### config.mk
export PLATFORM = sky130hd
export DESIGN_NAME = integrator_scheduler
export DESIGN_NICKNAME = d
export VERILOG_FILES = /design/src/rtl/integrator_scheduler.sv
export SDC_FILE = /design/constraint.sdc
export NUM_CORES = 1
export LEC_CHECK = 0
export CAP_MARGIN = 20
export CORE_MARGIN = 2
export CORE_UTILIZATION = 39
export DETAILED_ROUTE_END_ITERATION = 7
export PLACE_DENSITY = 0.78
export SYNTH_ARGS = -nofsm -noshare
export SYNTH_HDL_FRONTEND = slang
export SYNTH_SLANG_ARGS = --single-unit
### constraint.sdc
create_clock -name clk -period 2.2 [get_ports clk]
set_input_delay 0.44 -clock clk [delete_from_list [all_inputs] [get_ports clk]]
set_output_delay 0.44 -clock clk [all_outputs]
set_load 0.02 [all_outputs]
### src/rtl/integrator_scheduler.sv
// ============================================================================
// integrator_scheduler : round-robin time-sharing of one integrator across
// NUM_CH sample channels, one WIN_LEN window per grant.   Rev 1.0
// ============================================================================
`default_nettype none

module integrator_scheduler #(
  parameter int NUMBER_WIDTH = 16,
  parameter int NUM_CH       = 4,
  parameter int CH_W         = 2,
  parameter int WIN_LEN      = 4,
  parameter int INTEG_LAT    = 1
) (
  input  logic                           clk,
  input  logic                           rst_n,
  input  logic [NUM_CH-1:0]              ch_req,
  input  logic [NUM_CH-1:0]              ch_valid,
  input  logic [NUM_CH*NUMBER_WIDTH-1:0] ch_data,
  output logic [NUM_CH-1:0]              ch_ready,
  output logic [NUMBER_WIDTH-1:0]        integ_number,
  output logic                           integ_valid,
  output logic                           integ_clear,
  input  logic [NUMBER_WIDTH-1:0]        integ_sum,
  output logic                           res_valid,
  input  logic                           res_ready,
  output logic [NUMBER_WIDTH-1:0]        res_data,
  output logic [CH_W-1:0]                res_ch,
  output logic                           busy
);

  localparam int WAIT_W = $clog2(INTEG_LAT + 2);

  localparam logic [2:0] S_IDLE   = 3'd0;
  localparam logic [2:0] S_CLEAR  = 3'd1;
  localparam logic [2:0] S_ACCUM  = 3'd2;
  localparam logic [2:0] S_WAIT   = 3'd3;
  localparam logic [2:0] S_RESULT = 3'd4;

  localparam logic [7:0]        C_LAST_SAMPLE = 8'(WIN_LEN - 1);
  localparam logic [WAIT_W-1:0] C_WAIT_LOAD   = WAIT_W'(INTEG_LAT + 1);
  localparam logic [CH_W-1:0]   C_LAST_CH     = CH_W'(NUM_CH - 1);

  logic [2:0]              state_q,        state_d;
  logic [CH_W-1:0]         grant_q,        grant_d;
  logic [CH_W-1:0]         last_grant_q,   last_grant_d;
  logic [7:0]              sample_cnt_q,   sample_cnt_d;
  logic [WAIT_W-1:0]       wait_cnt_q,     wait_cnt_d;
  logic [NUMBER_WIDTH-1:0] integ_number_q, integ_number_d;
  logic                    integ_valid_q,  integ_valid_d;
  logic                    res_valid_q,    res_valid_d;
  logic [NUMBER_WIDTH-1:0] res_data_q,     res_data_d;
  logic [CH_W-1:0]         res_ch_q,       res_ch_d;

  logic [NUMBER_WIDTH-1:0] ch_word [NUM_CH];
  logic [CH_W-1:0]         arb_pick;
  logic [CH_W-1:0]         arb_idx;
  logic                    arb_found;

  for (genvar g = 0; g < NUM_CH; g++) begin : g_unpack
    assign ch_word[g] = ch_data[g*NUMBER_WIDTH +: NUMBER_WIDTH];
  end

  // First requester at or after last_grant+1, wrapping modulo NUM_CH.
  always_comb begin
    arb_pick  = '0;
    arb_found = 1'b0;
    arb_idx   = '0;
    for (int k = 0; k < NUM_CH; k++) begin
      arb_idx = CH_W'((int'(last_grant_q) + 1 + k) % NUM_CH);
      if (!arb_found && ch_req[arb_idx]) begin
        arb_found = 1'b1;
        arb_pick  = arb_idx;
      end
    end
  end

  always_comb begin
    state_d        = state_q;
    grant_d        = grant_q;
    last_grant_d   = last_grant_q;
    sample_cnt_d   = sample_cnt_q;
    wait_cnt_d     = wait_cnt_q;
    integ_number_d = integ_number_q;
    integ_valid_d  = 1'b0;
    res_valid_d    = res_valid_q;
    res_data_d     = res_data_q;
    res_ch_d       = res_ch_q;

    case (state_q)
      S_IDLE: begin
        if (arb_found) begin
          grant_d = arb_pick;
          state_d = S_CLEAR;
        end
      end
      S_CLEAR: begin
        sample_cnt_d = '0;
        state_d      = S_ACCUM;
      end
      S_ACCUM: begin
        if (ch_valid[grant_q]) begin
          integ_valid_d  = 1'b1;
          integ_number_d = ch_word[grant_q];
          sample_cnt_d   = sample_cnt_q + 8'd1;
          if (sample_cnt_q == C_LAST_SAMPLE) begin
            wait_cnt_d = C_WAIT_LOAD;
            state_d    = S_WAIT;
          end
        end else if (!ch_req[grant_q]) begin
          last_grant_d = grant_q;
          state_d      = S_IDLE;
        end
      end
      S_WAIT: begin
        wait_cnt_d = wait_cnt_q - WAIT_W'(1);
        // Capture on the 1->0 step so the result is registered as the count expires.
        if (wait_cnt_q == WAIT_W'(1)) begin
          res_data_d  = integ_sum;
          res_ch_d    = grant_q;
          res_valid_d = 1'b1;
          state_d     = S_RESULT;
        end
      end
      S_RESULT: begin
        if (res_ready) begin
          res_valid_d  = 1'b0;
          last_grant_d = grant_q;
          state_d      = S_IDLE;
        end
      end
      default: state_d = S_IDLE;
    endcase
  end

  always_ff @(posedge clk) begin
    if (!rst_n) begin
      state_q        <= S_IDLE;
      grant_q        <= '0;
      last_grant_q   <= C_LAST_CH;
      sample_cnt_q   <= '0;
      wait_cnt_q     <= '0;
      integ_number_q <= '0;
      integ_valid_q  <= 1'b0;
      res_valid_q    <= 1'b0;
      res_data_q     <= '0;
      res_ch_q       <= '0;
    end else begin
      state_q        <= state_d;
      grant_q        <= grant_d;
      last_grant_q   <= last_grant_d;
      sample_cnt_q   <= sample_cnt_d;
      wait_cnt_q     <= wait_cnt_d;
      integ_number_q <= integ_number_d;
      integ_valid_q  <= integ_valid_d;
      res_valid_q    <= res_valid_d;
      res_data_q     <= res_data_d;
      res_ch_q       <= res_ch_d;
    end
  end

  assign ch_ready     = (state_q == S_ACCUM) ? (NUM_CH'(1) << grant_q) : '0;
  assign integ_clear  = (state_q == S_CLEAR);
  assign integ_number = integ_number_q;
  assign integ_valid  = integ_valid_q;
  assign res_valid    = res_valid_q;
  assign res_data     = res_data_q;
  assign res_ch       = res_ch_q;
  assign busy         = (state_q != S_IDLE);

endmodule

`default_nettype wire

==> flow_metrics.py, run 1 <==
metrics = {
    "status": {
        "status": "complete, no violations",
    },
    "worst_setup_path": {
        "path_cells": "or3b_2 -> inv_1 -> dlygate4sd2_1",
        "critical_path_class": "flip-flop to output pin",
        "regToRegSetupSlack_ns": 0.34,
        "worst_r2r_endpoint": "integ_number[4]",
        "cp-start-kind": "flip-flop",
        "cp.required_ns": 1.76,
        "worstRegToRegCells": 4,
        "end_kind": "output pin",
        "path_max_fanout": 5,
        "r2r_start": "grant_q[0]",
        "critPathArrivalTime_ns": 1.65,
        "crit_slowest_cell": "or3b_2",
        "critPathMaxStageDelay_ns": 0.52,
    },
    "worst_hold_path": {
        "hold_class": "flip-flop to flip-flop",
        "min_path_cells": 2,
        "min_from": "res_data[0]",
        "whs_endpoint": "res_data[0]",
    },
    "logic_synthesis": {
        "syn_avg_cell_area_um2": 8.883,
        "ys_warn_count": 0,
        "synth_cells": 301,
        "syn_area_um2": 2674,
        "ys_types": 45,
        "syn-num-nets": 394,
        "yosysSeqAreaShare_pct": 39.68,
        "async_flop_share_pct": 0,
        "ys_ff_latch": 53,
        "synth_top_flop_cell": "dfxtp_1",
        "synth-edff-count": 0,
    },
    "sta": {
        "min_period_ns": 2.092,
        "period_share_pct": 95.10,
        "clock_skew_ns": 0.005305,
        "drv_slew": 0,
        "tns_ns": 0,
        "finalHoldViolations": 0,
        "slew_headroom_pct": 57.82,
        "layout_setup_ws_ns": 0.1079,
        "setup_viol": 0,
        "max_slew.worst_pin.slew_ns": 0.6311,
        "clock.fmax_mhz": 478.0,
        "rsz0062_at_grt": "no",
    },
    "die": {
        "fp.coreArea_um2": 6719,
        "floorplan.rows": 30,
        "die_h_um": 86.80,
        "dieWidth_um": 86.80,
        "die-area_um2": 7534,
        "ioPinCount": 133,
        "start_util_pct": 39.80,
    },
    "placement": {
        "gp_congestion": 0.8005,
        "place_area_um2": 4088,
        "hpwl_um": 6045,
        "io_buffers": 132,
        "post-place-ws_ns": 0.09523,
        "dp.cells": 505,
    },
    "clock_network": {
        "hold_buffers": 0,
        "root_buffer": "clkbuf_8",
        "cts.reportedPaths.clkPinSlew_ns": 0.10,
        "numCtsBuffers": 5,
        "clkLatencyLatePin_ns": 0.29,
        "cts_sinks": 53,
        "clockBufferDepth": 2,
        "cts_tree": "done",
        "htreeDepth": 2,
    },
    "power": {
        "power.density_nw_per_um2": 604.1,
        "ir_drop_v": 0.0004863,
        "p_leak_uw": 0.001526,
    },
    "grt": {
        "globalRouteTotalUtil_pct": 18.87,
        "grt_pass1_vias": 2476,
        "grt_pass1_wl_um": 11420,
        "grt_overflow": 0,
        "antenna_found_initial": 0,
        "grt_max_degree": 21,
    },
    "route": {
        "routed_wl_um": 7543,
        "first_pass_iters": 4,
        "drtIter0Drc": 87,
        "drc": 0,
        "antenna_left": 0,
        "viasPerCell": 5.170,
        "vias": 2652,
        "wl_per_cell_um": 14.70,
    },
    "layout": {
        "final_common_cell": "clkdlybuf4s50_1",
        "antenna_cells": 0,
        "final_layout_size_suffix_gt1_share_pct": 10.85,
        "instances_no_fill": 513,
        "fin_area_um2": 4202,
        "post-route-util_pct": 62.53,
        "synthToLayoutAreaGrowth_pct": 57.14,
        "mostFrequentLayoutCells": "clkdlybuf4s50_1, nand2_1, dfxtp_1, a21oi_1, mux4_2",
        "fin_nets": 525,
    },
    "flow_run": {
        "cap_violations": 0,
    },
}
## through the flow
step                      total power (uW)  hold WS (ns)
final                                 2538        0.4574
after global placement                1900        0.4403
after detailed placement              1920        0.4457
after global routing                  2674        0.4732
after floorplan                       1552        0.4283
after CTS                             2572        0.4592
## report_power, final
| part | internal (uW) | leakage [uW] | total [uW] | switching (uW) |
|---|---|---|---|---|
| registers | 1010 | 0.000429 | 1070 | 58.1 |
| logic | 456 | 0.00104 | 816 | 360 |
| clock network | 341 | 0.0000543 | 653 | 312 |
| total | 1810 | 0.00153 | 2540 | 730 |
## synth_stat cells (all sizes together), types with 3 or more instances
cell type,number,area (um^2)
mux2i,5,50.05
nand4,3,18.77
a21oi,41,205.2
nand3,3,15.01
o21ai,3,15.01
mux4,17,382.9
xor2,5,43.79
clkbuf,14,52.55
inv,8,30.03
dfxtp,53,1061
o211ai,6,45.04
and3,5,31.28
nand2b,3,18.77
nand2,80,307.8
nor2,13,48.80
buf,8,61.31
and2,3,18.77
## how the worst max path moves through the flow
stage | cells after the start | slack, ns | to | from
floorplan | 5 | 0.36 | ch_ready[2] | state_q[2]
global placement | 5 | 0.14 | integ_number[0] | ch_valid[3]
detailed placement | 5 | 0.1 | integ_number[15] | ch_valid[3]
CTS | 3 | 0.09 | integ_clear | state_q[0]
global route | 3 | 0.03 | integ_clear | state_q[0]
finish | 3 | 0.11 | integ_clear | state_q[0]
## kinds of logic after synthesis
group	count (synthesis)	synth area share (%)
AND/OR/NAND/NOR	123	21.15
XOR/XNOR	5	1.638
flip-flops	53	39.68
buffers and inverters	31	5.522
adder cells (fa/ha/maj)	2	0.9357
AO/OA/AOI/OAI	63	14.04
multiplexers	24	17.03
## critical path, delay by kind of cell, from the launching register on
family | cells | cell delay (ns)
buffers and inverters | 2 | 0.39
and+or+nand+nor | 1 | 0.52
DFF | 1 | 0.45
## repair_timing
item	in CTS	in global routing
setup buffers	0	0
setup endpoints to repair	6	0
resized for setup	7	0
## sequential cells by signal, indices dropped and copies added, names as in the netlist
register	flops
grant_q	2
res_data	16
res_ch	2
last_grant_q	2
integ_valid	1
state_q	3
sample_cnt_q	8
wait_cnt_q	2
res_valid	1
integ_number	16
## layer usage
layer | global-route usage (%) | vias to the layer above | part of all wire, %
li1 | - | 1317 | -
met1 | 21.72 | 1230 | 40
met2 | 34.28 | 99 | 51
met3 | 5.619 | 6 | 8.4
met4 | 4.119 | 0 | 0.99
met5 | 0 | - | 0
## final cells by class
type | instances | area (um^2)
Tap cell | 80 | 100.1
Multi-Input combinational cell | 217 | 1471
Clock inverter | 3 | 46.29
Fill cell | 575 | 2517
Sequential cell | 53 | 1062
Inverter | 9 | 33.78
Clock buffer | 5 | 68.82
Timing Repair Buffer | 146 | 1419
Power figures use the tool's default switching activity.
==> run 2, diff against run 1 <==
==> constraint.sdc (replaced) <==
create_clock -name clk -period 2.45 [get_ports clk]
set_input_delay 0.49 -clock clk [delete_from_list [all_inputs] [get_ports clk]]
set_output_delay 0.49 -clock clk [all_outputs]
set_load 0.02 [all_outputs]
==> flow_metrics.py, run 2 (same netlist as run 1, synthesis figures left out) <==
metrics = {
    "route": {
        "vias": 2658,
        "antenna_left": 0,
        "first_pass_iters": 4,
        "drc": 0,
        "drtIter0Drc": 82,
        "routed_wl_um": 7563,
        "wl_per_cell_um": 14.89,
        "viasPerCell": 5.232,
    },
    "layout": {
        "final_common_cell": "clkdlybuf4s50_1",
        "fin_area_um2": 4155,
        "final_layout_size_suffix_gt1_share_pct": 10.05,
        "fillers": 576,
        "fin_nets": 521,
        "synthToLayoutAreaGrowth_pct": 55.40,
        "post-route-util_pct": 61.84,
        "antenna_cells": 0,
        "mostFrequentLayoutCells": "clkdlybuf4s50_1, nand2_1, dfxtp_1, a21oi_1, mux4_2",
        "instances_no_fill": 508,
    },
    "sta": {
        "finalHoldViolations": 0,
        "min_period_ns": 2.390,
        "max_slew.worst_pin.slew_ns": 0.6758,
        "layout_setup_ws_ns": 0.06042,
        "rsz0062_at_grt": "no",
        "period_share_pct": 97.53,
        "setup_viol": 0,
        "drv_slew": 0,
        "clock_skew_ns": 0.003790,
        "slew_headroom_pct": 54.84,
        "clock.fmax_mhz": 418.5,
        "tns_ns": 0,
    },
    "worst_setup_path": {
        "critical_path_class": "flip-flop to output pin",
        "worst_r2r_endpoint": "sample_cnt_q[0]",
        "cp-start-kind": "flip-flop",
        "end_kind": "output pin",
        "regToRegSetupSlack_ns": 0.57,
        "critPathArrivalTime_ns": 1.90,
        "crit_slowest_cell": "clkdlybuf4s50_1",
        "critPathMaxStageDelay_ns": 0.60,
        "worstRegToRegCells": 4,
        "r2r_start": "grant_q[0]",
        "path_cells": "or3b_2 -> inv_1 -> clkdlybuf4s50_1",
        "path_max_fanout": 10,
        "cp.required_ns": 1.96,
    },
    "grt": {
        "globalRouteTotalUtil_pct": 19.49,
        "grt_pass1_vias": 2513,
        "grt_max_degree": 27,
        "antenna_found_initial": 0,
        "grt_pass1_wl_um": 11700,
        "grt_overflow": 0,
    },
    "worst_hold_path": {
        "min_from": "integ_number[13]",
        "min_path_cells": 2,
        "whs_endpoint": "integ_number[13]",
        "hold_class": "flip-flop to flip-flop",
    },
    "die": {
        "floorplan.rows": 30,
        "fp.coreArea_um2": 6719,
        "start_util_pct": 39.80,
        "ioPinCount": 133,
        "die_h_um": 86.80,
        "die-area_um2": 7534,
        "dieWidth_um": 86.80,
    },
    "placement": {
        "place_area_um2": 4058,
        "gp_congestion": 0.7572,
        "post-place-ws_ns": 0.1300,
        "dp.cells": 501,
        "hpwl_um": 5886,
        "io_buffers": 132,
    },
    "clock_network": {
        "root_buffer": "clkbuf_8",
        "clockBufferDepth": 2,
        "htreeDepth": 2,
        "cts_sinks": 53,
        "clkLatencyLatePin_ns": 0.30,
        "cts.reportedPaths.clkPinSlew_ns": 0.09,
        "postCtsSetupBuffers": 0,
        "cts_tree": "done",
        "numCtsBuffers": 5,
    },
    "status": {
        "status": "complete, no violations",
    },
    "flow_run": {
        "cap_violations": 0,
    },
    "power": {
        "power.density_nw_per_um2": 529.0,
        "ir_drop_v": 0.0002891,
        "p_leak_uw": 0.001472,
    },
}
## run 2: changes by cell type in the layout (fill, tap and decap cells not counted), sizes merged
cell and change:
clkbuf +1, bufinv -1, clkinv -1, buf -4, clkdlybuf4s50 +6, dlygate4sd2 -6
## run 2: report_power, final
part           switching, uW  total [uW]  internal, uW
registers               42.3         950           908
logic                    331         739           409
clock network            284         508           224
total                    657        2200          1540
## run 2: metal layers
metal	track usage (%)	vias up	part of all wire, %
li1	-	1315	-
met4	5.114	0	1.2
met2	34.77	99	50
met3	6.000	11	9.1
met5	0	-	0
met1	22.49	1233	40
## run 2: stage by stage
stage                     total power, uW  hold slack, ns
after global placement               1698          0.4406
after detailed placement             1708          0.4457
after CTS                            2207          0.4585
after global routing                 2307          0.4730
final                                2198          0.4563
after floorplan                      1393          0.4283
## run 2: final cells by class
cell class | instances | area [um^2] | area share (%)
Clock buffer | 6 | 82.58 | 1.987
Tap cell | 80 | 100.1 | 2.409
Clock inverter | 1 | 7.507 | 0.1807
Sequential cell | 53 | 1064 | 25.59
Timing Repair Buffer | 142 | 1396 | 33.60
Multi-Input combinational cell | 217 | 1471 | 35.41
Inverter | 9 | 33.78 | 0.8130
## run 2: how the worst max path moves through the flow
stage	startpoint	end	slack (ns)	depth (start not counted)
floorplan	state_q[2]	ch_ready[2]	0.56	5
global placement	ch_valid[3]	sample_cnt_q[0]	0.19	5
detailed placement	ch_valid[0]	sample_cnt_q[7]	0.13	5
CTS	state_q[2]	integ_clear	0.02	3
global route	state_q[2]	integ_clear	0.02	3
finish	state_q[2]	integ_clear	0.06	3
## run 2: critical path: cells and delay by family, from the launching register on
| kind | cells | cell delay, ns |
|---|---|---|
| buffers and inverters | 2 | 0.67 |
| and+or+nand+nor | 1 | 0.54 |
| DFF | 1 | 0.38 |
## run 2: what timing repair did
action / 4_1_cts / 5_1_grt
hold buffers: 0 / 0
endpoints found under the setup margin: 0 / 5
gates resized for setup: 0 / 2
==> run 3, diff against run 2 <==
--- a/config.mk
+++ b/config.mk
@@ -6,10 +6,14 @@
 export NUM_CORES = 1
 export LEC_CHECK = 0
 export CAP_MARGIN = 20
+export CELL_PAD_IN_SITES_DETAIL_PLACEMENT = 0
+export CELL_PAD_IN_SITES_GLOBAL_PLACEMENT = 1
 export CORE_MARGIN = 2
-export CORE_UTILIZATION = 39
+export CORE_UTILIZATION = 31
+export CTS_CLUSTER_SIZE = 14
 export DETAILED_ROUTE_END_ITERATION = 7
-export PLACE_DENSITY = 0.78
+export PLACE_DENSITY_LB_ADDON = 0.1
+export SKIP_LAST_GASP = 1
 export SYNTH_ARGS = -nofsm -noshare
 export SYNTH_HDL_FRONTEND = slang
 export SYNTH_SLANG_ARGS = --single-unit
==> flow_metrics.py, run 3 (same netlist as run 1, synthesis figures left out) <==
metrics = {
    "worst_setup_path": {
        "crit_family": "buffers and inverters",
        "crit_buf_inv": 2,
        "end_kind": "output pin",
        "path_cells": "buf_4 -> nor3b_4 -> and3_1 -> clkdlybuf4s50_1",
        "r2r_start": "grant_q[0]",
        "crit_slowest_cell": "clkdlybuf4s50_1",
        "worst_r2r_endpoint": "integ_number[12]",
        "path_max_fanout": 9,
        "cp-start-kind": "flip-flop",
        "critical_path_class": "flip-flop to output pin",
        "cp.required_ns": 1.96,
        "critPathArrivalTime_ns": 1.81,
        "regToRegSetupSlack_ns": 0.58,
        "worstRegToRegCells": 4,
        "critPathMaxStageDelay_ns": 0.60,
    },
    "sta": {
        "max_slew.worst_pin.slew_ns": 0.6815,
        "slew_headroom_pct": 54.45,
        "drv_slew": 0,
        "fin_hold_ws_ns": 0.4548,
        "period_share_pct": 94.04,
        "clock.fmax_mhz": 434.0,
        "setup_viol": 0,
        "finalHoldViolations": 0,
        "rsz0062_at_grt": "no",
        "tns_ns": 0,
        "clock_skew_ns": 0.007385,
        "layout_setup_ws_ns": 0.1460,
        "min_period_ns": 2.304,
    },
    "route": {
        "wl_per_cell_um": 14.60,
        "vias": 2607,
        "first_pass_iters": 4,
        "antenna_left": 0,
        "viasPerCell": 4.882,
        "drtIter0Drc": 47,
        "routed_wl_um": 7795,
        "drc": 0,
    },
    "clock_network": {
        "clockBufferDepth": 2,
        "htreeDepth": 2,
        "numCtsBuffers": 5,
        "cts_tree": "done",
        "cts.reportedPaths.clkPinSlew_ns": 0.10,
        "clkLatencyLatePin_ns": 0.31,
        "root_buffer": "clkbuf_8",
        "hold_buffers": 0,
        "cts_sinks": 53,
    },
    "grt": {
        "grt_pass1_vias": 2430,
        "grt_max_degree": 21,
        "grt_overflow": 0,
        "grt_pass1_wl_um": 12480,
        "globalRouteTotalUtil_pct": 16.16,
        "antenna_found_initial": 0,
    },
    "worst_hold_path": {
        "min_path_cells": 2,
        "hold_class": "flip-flop to flip-flop",
        "min_from": "res_data[13]",
        "whs_endpoint": "res_data[13]",
    },
    "die": {
        "start_util_pct": 32.22,
        "floorplan.rows": 33,
        "die-area_um2": 9384,
        "ioPinCount": 133,
        "fp.coreArea_um2": 8299,
        "die_h_um": 96.87,
        "dieWidth_um": 96.87,
    },
    "power": {
        "power.density_nw_per_um2": 548.1,
        "p_leak_uw": 0.001498,
        "ir_drop_v": 0.0003095,
    },
    "placement": {
        "hpwl_um": 5994,
        "post-place-ws_ns": 0.2232,
        "gp_congestion": 0.7903,
        "io_buffers": 132,
    },
    "layout": {
        "fillers": 792,
        "synthToLayoutAreaGrowth_pct": 57.74,
        "antenna_cells": 0,
        "fin_nets": 521,
        "final_layout_size_suffix_gt1_share_pct": 10.02,
        "mostFrequentLayoutCells": "clkdlybuf4s50_1, nand2_1, dfxtp_1, a21oi_1, mux4_2",
        "final_common_cell": "clkdlybuf4s50_1",
    },
    "status": {
        "status": "complete, no violations",
    },
    "flow_run": {
        "cap_violations": 0,
    },
}
-- run 3: metrics by stage --
step                      util [%]  cells  instance area [um^2]  total power, uW
after CTS                    50.72    534                  4209             2342
final                        50.82    534                  4218             2312
after detailed placement     49.27    526                  4089             1710
after global placement       49.27    526                  4089             1708
after global routing         50.82    534                  4218             2437
after floorplan                  -    301                  2674             1393
-- run 3: what timing repair did --
| item | in CTS | in global routing |
|---|---|---|
| setup buffers | 0 | 0 |
| resized for setup | 0 | 2 |
| endpoints found under the setup margin | 0 | 5 |
-- run 3: cell type report --
type,instances,area (um^2),area share [%]
inverters,9,33.78,0.8009
repair buffers,142,1399,33.17
clock buffers,6,82.58,1.958
flip-flops and latches,53,1062,25.19
clock inverters,2,37.54,0.8899
well taps,105,131.4,3.115
multi-input cells,217,1471,34.89
-- run 3: worst min-delay path, delay by kind of cell (launching register included) --
kind | cells | cell delay (ns)
AOI/OAI and AO/OA | 1 | 0.05
DFF | 1 | 0.32
and+or+nand+nor | 1 | 0.05
-- run 3: per-layer routing --
metal / vias to the layer above / routed length, um / track usage, %
li1: 1308 / - / -
met1: 1214 / 3440 / 20.30
met2: 75 / 3757 / 26.98
met3: 10 / 473 / 4.624
met4: 0 / 124 / 4.767
met5: - / 0 / 0
-- run 3: worst max path at each step --
stage | end | cells after the start | from
after global routing | ch_ready[0] | 4 | state_q[2]
after floorplan | ch_ready[2] | 5 | state_q[2]
final | ch_ready[3] | 4 | state_q[0]
after global placement | integ_number[15] | 5 | ch_valid[3]
after detailed placement | integ_number[12] | 5 | ch_valid[3]
after CTS | integ_clear | 3 | state_q[2]
-- run 3: where the power goes --
part | total [uW] | switching, uW | internal (uW) | leakage (uW)
clock | 629 | 296 | 333 | 0.0000574
sequential | 953 | 45.0 | 908 | 0.000429
combinational | 729 | 324 | 406 | 0.00101
total | 2310 | 665 | 1650 | 0.00150
